[config.mk]
export PLATFORM = sky130hd
export DESIGN_NAME = decode_stage
export DESIGN_NICKNAME = d
export VERILOG_FILES = /design/src/rtl/decode_stage.sv
export SDC_FILE = /design/constraint.sdc
export NUM_CORES = 1
export LEC_CHECK = 0
export CORE_MARGIN = 5
export CORE_UTILIZATION = 41
export CTS_BUF_LIST = sky130_fd_sc_hd__clkbuf_16
export CTS_CLUSTER_SIZE = 25
export DETAILED_ROUTE_END_ITERATION = 10
export GPL_ROUTABILITY_DRIVEN = 0
export PLACE_DENSITY = 0.82
export SLEW_MARGIN = 20
export SYNTH_ARGS = -nofsm -noshare
export SYNTH_HDL_FRONTEND = slang
export SYNTH_SLANG_ARGS = --single-unit
export TNS_END_PERCENT = 10
[constraint.sdc]
create_clock -name clk -period 3.49 [get_ports clk]
set_input_delay 0.8725 -clock clk [delete_from_list [all_inputs] [get_ports clk]]
set_output_delay 0.8725 -clock clk [all_outputs]
set_load 0.01 [all_outputs]
[src/rtl/decode_stage.sv]
// decode_stage
//   Registered instruction-decode stage sitting between fetch and execute.
//   Decodes an RV32I/RV64I subset (addi, lui, auipc, jal, jalr, branches,
//   loads, stores, ebreak) and holds one decoded entry in a pipeline register
//   with valid/ready handshakes on both sides.
//
// Parameters
//   XLEN      datapath / immediate width, 32 or 64
//   PC_W      program counter width
//   INST_W    instruction width (32)
//   REG_ID_W  register index width
//
// Ports
//   clk, rst_n                 clock, synchronous active-low reset
//   in_valid/in_ready          fetch-side handshake
//   in_inst, in_pc             instruction word and its PC
//   flush                      drop the held entry, refuse accept this cycle
//   out_valid/out_ready        execute-side handshake
//   out_pc, out_rd/rs1/rs2     captured PC and register fields
//   out_imm                    sign-extended immediate (XLEN)
//   out_need_imm, out_alu_add  ALU operand / operation controls
//   out_br, out_br_f3          conditional branch and its funct3
//   out_load, out_store        memory op flags
//   out_mem_size, out_load_uns access size (0=B..3=D), zero-extend load
//   out_wmask                  low-aligned byte write mask for stores
//   out_reg_wen                instruction writes rd
//   out_jal/jalr/auipc/lui/ebreak  special-op flags
//   out_not_ipl                unimplemented / illegal encoding
//   halted                     sticky, set when an ebreak is accepted
module decode_stage #(
  parameter int XLEN     = 64,
  parameter int PC_W     = 64,
  parameter int INST_W   = 32,
  parameter int REG_ID_W = 5
) (
  input  logic                clk,
  input  logic                rst_n,
  input  logic                in_valid,
  output logic                in_ready,
  input  logic [INST_W-1:0]   in_inst,
  input  logic [PC_W-1:0]     in_pc,
  input  logic                flush,
  output logic                out_valid,
  input  logic                out_ready,
  output logic [PC_W-1:0]     out_pc,
  output logic [REG_ID_W-1:0] out_rd,
  output logic [REG_ID_W-1:0] out_rs1,
  output logic [REG_ID_W-1:0] out_rs2,
  output logic [XLEN-1:0]     out_imm,
  output logic                out_need_imm,
  output logic                out_alu_add,
  output logic                out_br,
  output logic [2:0]          out_br_f3,
  output logic                out_load,
  output logic                out_store,
  output logic [1:0]          out_mem_size,
  output logic                out_load_uns,
  output logic [XLEN/8-1:0]   out_wmask,
  output logic                out_reg_wen,
  output logic                out_jal,
  output logic                out_jalr,
  output logic                out_auipc,
  output logic                out_lui,
  output logic                out_ebreak,
  output logic                out_not_ipl,
  output logic                halted
);

  localparam int  NB   = XLEN / 8;
  localparam logic IS64 = (XLEN == 64);

  localparam logic [6:0] OPC_OP_IMM = 7'b0010011;
  localparam logic [6:0] OPC_LUI    = 7'b0110111;
  localparam logic [6:0] OPC_AUIPC  = 7'b0010111;
  localparam logic [6:0] OPC_JAL    = 7'b1101111;
  localparam logic [6:0] OPC_JALR   = 7'b1100111;
  localparam logic [6:0] OPC_BRANCH = 7'b1100011;
  localparam logic [6:0] OPC_LOAD   = 7'b0000011;
  localparam logic [6:0] OPC_STORE  = 7'b0100011;
  localparam logic [6:0] OPC_SYSTEM = 7'b1110011;
  localparam logic [31:0] EBREAK_WORD = 32'h0010_0073;

  typedef struct packed {
    logic [PC_W-1:0]     pc;
    logic [REG_ID_W-1:0] rd;
    logic [REG_ID_W-1:0] rs1;
    logic [REG_ID_W-1:0] rs2;
    logic [XLEN-1:0]     imm;
    logic                need_imm;
    logic                alu_add;
    logic                br;
    logic [2:0]          br_f3;
    logic                load;
    logic                store;
    logic [1:0]          mem_size;
    logic                load_uns;
    logic [NB-1:0]       wmask;
    logic                reg_wen;
    logic                jal;
    logic                jalr;
    logic                auipc;
    logic                lui;
    logic                ebreak;
    logic                not_ipl;
  } dec_t;

  // ---------------------------------------------------------------------
  // Instruction fields and immediates
  // ---------------------------------------------------------------------
  logic [6:0] opcode;
  logic [2:0] f3;
  assign opcode = in_inst[6:0];
  assign f3     = in_inst[14:12];

  // Every immediate is first formed as a signed 32-bit value, then widened
  // with a signed cast so the same code sign-extends correctly at XLEN=32/64.
  logic signed [31:0] imm_i32, imm_s32, imm_b32, imm_u32, imm_j32;
  assign imm_i32 = {{20{in_inst[31]}}, in_inst[31:20]};
  assign imm_s32 = {{20{in_inst[31]}}, in_inst[31:25], in_inst[11:7]};
  assign imm_b32 = {{19{in_inst[31]}}, in_inst[31], in_inst[7],
                    in_inst[30:25], in_inst[11:8], 1'b0};
  assign imm_u32 = {in_inst[31:12], 12'b0};
  assign imm_j32 = {{11{in_inst[31]}}, in_inst[31], in_inst[19:12],
                    in_inst[20], in_inst[30:21], 1'b0};

  // ---------------------------------------------------------------------
  // Opcode classification (legal forms only)
  // ---------------------------------------------------------------------
  logic is_addi, is_lui, is_auipc, is_jal, is_jalr, is_br;
  logic is_load, is_store, is_ebreak, is_nop, legal;

  always_comb begin
    is_addi   = 1'b0;
    is_lui    = 1'b0;
    is_auipc  = 1'b0;
    is_jal    = 1'b0;
    is_jalr   = 1'b0;
    is_br     = 1'b0;
    is_load   = 1'b0;
    is_store  = 1'b0;
    is_ebreak = 1'b0;
    is_nop    = 1'b0;
    unique case (opcode)
      OPC_OP_IMM: is_addi  = (f3 == 3'b000);
      OPC_LUI:    is_lui   = 1'b1;
      OPC_AUIPC:  is_auipc = 1'b1;
      OPC_JAL:    is_jal   = 1'b1;
      OPC_JALR:   is_jalr  = (f3 == 3'b000);
      OPC_BRANCH: is_br    = (f3 != 3'b010) && (f3 != 3'b011);
      OPC_LOAD: begin
        unique case (f3)
          3'b000, 3'b001, 3'b010, 3'b100, 3'b101: is_load = 1'b1;
          3'b011, 3'b110:                         is_load = IS64;
          default:                                is_load = 1'b0;
        endcase
      end
      OPC_STORE: begin
        unique case (f3)
          3'b000, 3'b001, 3'b010: is_store = 1'b1;
          3'b011:                 is_store = IS64;
          default:                is_store = 1'b0;
        endcase
      end
      OPC_SYSTEM: is_ebreak = (in_inst == EBREAK_WORD);
      default:    is_nop    = (in_inst == '0);
    endcase
  end

  assign legal = is_addi | is_lui | is_auipc | is_jal | is_jalr | is_br |
                 is_load | is_store | is_ebreak | is_nop;

  // ---------------------------------------------------------------------
  // Store byte mask: lane gi is enabled when it lies inside 2^size bytes.
  // ---------------------------------------------------------------------
  logic [3:0]    size_lanes;
  logic [NB-1:0] wmask_next;
  assign size_lanes = 4'd1 << f3[1:0];

  genvar gi;
  generate
    for (gi = 0; gi < NB; gi++) begin : g_wmask
      localparam logic [3:0] LANE = gi;
      assign wmask_next[gi] = is_store & (size_lanes > LANE);
    end
  endgenerate

  // ---------------------------------------------------------------------
  // Decoded entry
  // ---------------------------------------------------------------------
  dec_t dec_next;

  always_comb begin
    dec_next     = '0;
    dec_next.pc  = in_pc;
    dec_next.rd  = REG_ID_W'(in_inst[11:7]);
    dec_next.rs1 = REG_ID_W'(in_inst[19:15]);
    dec_next.rs2 = REG_ID_W'(in_inst[24:20]);

    // Immediate selected by opcode alone, so illegal variants of a known
    // format still carry their immediate.
    unique case (opcode)
      OPC_OP_IMM, OPC_LOAD, OPC_JALR: dec_next.imm = XLEN'(imm_i32);
      OPC_STORE:                      dec_next.imm = XLEN'(imm_s32);
      OPC_BRANCH:                     dec_next.imm = XLEN'(imm_b32);
      OPC_LUI, OPC_AUIPC:             dec_next.imm = XLEN'(imm_u32);
      OPC_JAL:                        dec_next.imm = XLEN'(imm_j32);
      default:                        dec_next.imm = '0;
    endcase

    dec_next.alu_add  = is_addi | is_auipc | is_lui | is_load | is_store | is_jalr;
    dec_next.need_imm = is_addi | is_auipc | is_lui | is_load | is_store | is_jalr;
    dec_next.reg_wen  = is_addi | is_lui | is_auipc | is_jal | is_jalr | is_load;
    dec_next.br       = is_br;
    dec_next.br_f3    = is_br ? f3 : 3'b000;
    dec_next.load     = is_load;
    dec_next.store    = is_store;
    dec_next.mem_size = (is_load | is_store) ? f3[1:0] : 2'b00;
    dec_next.load_uns = is_load & f3[2];
    dec_next.wmask    = wmask_next;
    dec_next.jal      = is_jal;
    dec_next.jalr     = is_jalr;
    dec_next.auipc    = is_auipc;
    dec_next.lui      = is_lui;
    dec_next.ebreak   = is_ebreak;
    dec_next.not_ipl  = ~legal;
  end

  // ---------------------------------------------------------------------
  // Pipeline register and handshake
  // ---------------------------------------------------------------------
  dec_t valid_dummy_unused;
  assign valid_dummy_unused = '0;

  dec_t dec_reg;
  logic valid_reg, halted_reg, accept;

  assign in_ready = ~halted_reg & ~flush & (~valid_reg | out_ready);
  assign accept   = in_valid & in_ready;

  always_ff @(posedge clk) begin
    if (!rst_n) begin
      valid_reg  <= 1'b0;
      halted_reg <= 1'b0;
      dec_reg    <= '0;
    end else begin
      // flush wins; accept already excludes flush through in_ready
      if (flush)          valid_reg <= 1'b0;
      else if (accept)    valid_reg <= 1'b1;
      else if (out_ready) valid_reg <= 1'b0;

      if (accept) begin
        dec_reg <= dec_next;
        if (dec_next.ebreak) halted_reg <= 1'b1;
      end
    end
  end

  assign out_valid    = valid_reg;
  assign halted       = halted_reg;
  assign out_pc       = dec_reg.pc;
  assign out_rd       = dec_reg.rd;
  assign out_rs1      = dec_reg.rs1;
  assign out_rs2      = dec_reg.rs2;
  assign out_imm      = dec_reg.imm;
  assign out_need_imm = dec_reg.need_imm;
  assign out_alu_add  = dec_reg.alu_add;
  assign out_br       = dec_reg.br;
  assign out_br_f3    = dec_reg.br_f3;
  assign out_load     = dec_reg.load;
  assign out_store    = dec_reg.store;
  assign out_mem_size = dec_reg.mem_size;
  assign out_load_uns = dec_reg.load_uns;
  assign out_wmask    = dec_reg.wmask;
  assign out_reg_wen  = dec_reg.reg_wen;
  assign out_jal      = dec_reg.jal;
  assign out_jalr     = dec_reg.jalr;
  assign out_auipc    = dec_reg.auipc;
  assign out_lui      = dec_reg.lui;
  assign out_ebreak   = dec_reg.ebreak;
  assign out_not_ipl  = dec_reg.not_ipl;

endmodule

==> flow_summary.yaml <==
floorplan:
  rows: 42
  dieHeight_um: 126
  die_area_um2: 15800
  start_util_pct: 41.6
  fp.dieW_um: 126
  core-area_um2: 13200
  io_pins: 273
sta:
  worst_slew_pin_slew_ns: 0.967
  relSlewSlack_pct: 35.5
  maxSlewViolCount: 0
  min_period_over_period_pct: 90.6
  rsz0062_at_grt: "no"
  tns_ns: 0
  timing.final.crit_period_ns: 3.16
  setup_violations: 0
  fmax_ghz: 0.316
  skew_ns: 0.0108
  finalHoldViolCount: 0
synthesis:
  synthesis.area_um2: 5490
  ys_types: 51
  yosys_register_bits: 135
  synth_edf_count: 0
  synth_cells: 686
  yosysSeqAreaShare_pct: 49.3
  synthFlopType: "dfxtp_1"
  synth_nets: 787
  async_reset_ff_share_pct: 0
  ys_warn_count: 0
  avgSynthCellArea_um2: 8.00
cts:
  htree_num_levels: 4
  cts.clk_slew.worst_paths_ns: 0.05
  clk_latency_ns: 0.42
  cts_resized: 0
  cts_tree: "done"
  cts.hold.buffers_added: 0
  cts_sinks: 135
  cts_buffers: 17
  cts_root_buffer: "clkbuf_16"
  clockBufferDepth: 2
  post_cts_buffers: 0
cells_and_area:
  fin_nets: 1005
  largest_register_ffs: 64
  multi_input_area_um2: 2310
  post-route-util_pct: 66.6
  layout-drive-gt1-share_pct: 6.22
  nFillCells: 1107
  stdcell_area_um2: 8780
  final_common_cell: "clkdlybuf4s50_1"
  layout_common_cells: "clkdlybuf4s50_1 (272), nand2_1 (217), dfxtp_1 (135)"
  flow.area_growth_from_synthesis_pct: 60.2
  regArea_um2: 2700
  antenna_cells: 0
pwr:
  max-vdd-ir-drop_uv: 359
  p_per_area_nw_per_um2: 482
  leakage_nw: 3.01
  p_total_mw: 4.24
grt:
  antenna_found_initial: 0
  grt_max_degree: 109
  track_usage_pct: 21.8
  grt_overflow: 0
  grt_pass1_vias: 5182
  grt_pass1_wl_um: 27600
critical_path:
  path_class: "in2out"
  crit_path_end: "in_ready"
  startpoint_type: "input pin"
  r2r-start: "halted"
  rr_endpoint: "out_imm[17]"
  end_kind: "output pin"
  startpoint: "out_ready"
  required_ns: 2.62
  critPathArrivalTime_ns: 2.29
  cp_slowest_stage_delay_ns: 0.53
  regToRegSetupSlack_ns: 1.60
  crit_path_top_delay_cell: "clkdlybuf4s50_1"
  cp_common_cell: "clkdlybuf4s50_1"
  crit_chain: "clkdlybuf4s50_1, nand2b_1, and2_1, clkdlybuf4s50_1"
  path_max_fanout: 5
  r2r_cells: 5
detailed_routing:
  vias_per_cell: 4.95
  drt-initial-drc-count: 389
  firstDrtPassIters: 7
  via_count: 5407
  detail-route-antenna-nets: 0
  wirelength_um: 17700
  wl_per_cell_um: 16.2
  drc_errors: 0
place:
  dpl_cell_area_um2: 8080
  hpwl_um: 12500
  portBuffers: 272
run_status:
  status: "completed"
job:
  cap_viol_max_count: 0
worst_hold_path:
  hp-class: "reg2reg"
-- metrics by stage --
| stage | setup WS, ns | instances | hold slack (ns) |
|---|---|---|---|
| finish | 0.330 | 1093 | 0.450 |
| global route | 0.254 | 1093 | 0.462 |
| CTS | 0.308 | 1093 | 0.453 |
| detailed placement | 0.314 | 1061 | 0.445 |
| global placement | 0.345 | 1061 | 0.434 |
| floorplan | 1.31 | 686 | 0.471 |
-- metal layers --
layer  track usage, %  wire, um  vias up
met2             35.5      8620      195
met1             25.7      7010     2465
met5                0         0        -
li1                 -         -     2719
met4             7.84       371        0
met3             9.65      1700       28
-- synthesized netlist by cell type, drive strengths merged (3+ instances only) --
library cell  number  area (um2)
a21oi            127         647
nand3b             3        22.5
inv                3        11.3
nor4               7        50.1
clkbuf            25        93.8
nand3             15        75.1
o211ai             5        37.5
a211oi             6        50.1
nand2            217         815
buf               60         389
and2               3        18.8
dfxtp            135        2700
o21ai             24         120
or3                4        25.0
nor3               4        20.0
nand4              3        18.8
a22oi              4        30.0
nor2               9        36.3
-- critical path: cells and delay by family --
kind | cells | cell delay (ns)
buffers and inverters | 2 | 1.01
AND/OR/NAND/NOR | 2 | 0.41
-- power by group --
| group | switching, mW | total, mW | internal (mW) |
|---|---|---|---|
| Sequential | 0.0262 | 1.62 | 1.60 |
| Clock | 0.661 | 2.14 | 1.47 |
| Combinational | 0.226 | 0.478 | 0.253 |
| Total | 0.913 | 4.24 | 3.32 |
-- cell families (layout without fill, tap and decap cells) --
group,after synthesis,in the layout,share of synthesized area (%)
AO/OA/AOI/OAI,184,184,19.7
buffers and inverters,88,319,9.01
flip-flops,135,135,49.3
multiplexers,1,1,0.182
AND/OR/NAND/NOR,278,278,21.9
-- worst min-delay path by stage --
| stage | slack, ns | cells past startpoint | to | start |
|---|---|---|---|---|
| global placement | 0.43 | 2 | out_imm[16] | out_imm[16] |
| CTS | 0.45 | 2 | out_pc[34] | out_pc[34] |
| global route | 0.46 | 2 | out_imm[8] | out_imm[8] |
| finish | 0.45 | 2 | out_pc[21] | out_pc[21] |
| floorplan | 0.47 | 2 | out_imm[18] | out_imm[18] |
| detailed placement | 0.45 | 2 | out_pc[34] | out_pc[34] |
-- area by class of cell --
class	instances	area share (%)
Tap cell	176	2.51
Multi-Input combinational cell	463	26.2
Clock inverter	15	3.19
Inverter	3	0.142
Sequential cell	135	30.8
Clock buffer	17	4.84
Timing Repair Buffer	284	32.3
Power figures use the tool's default switching activity.
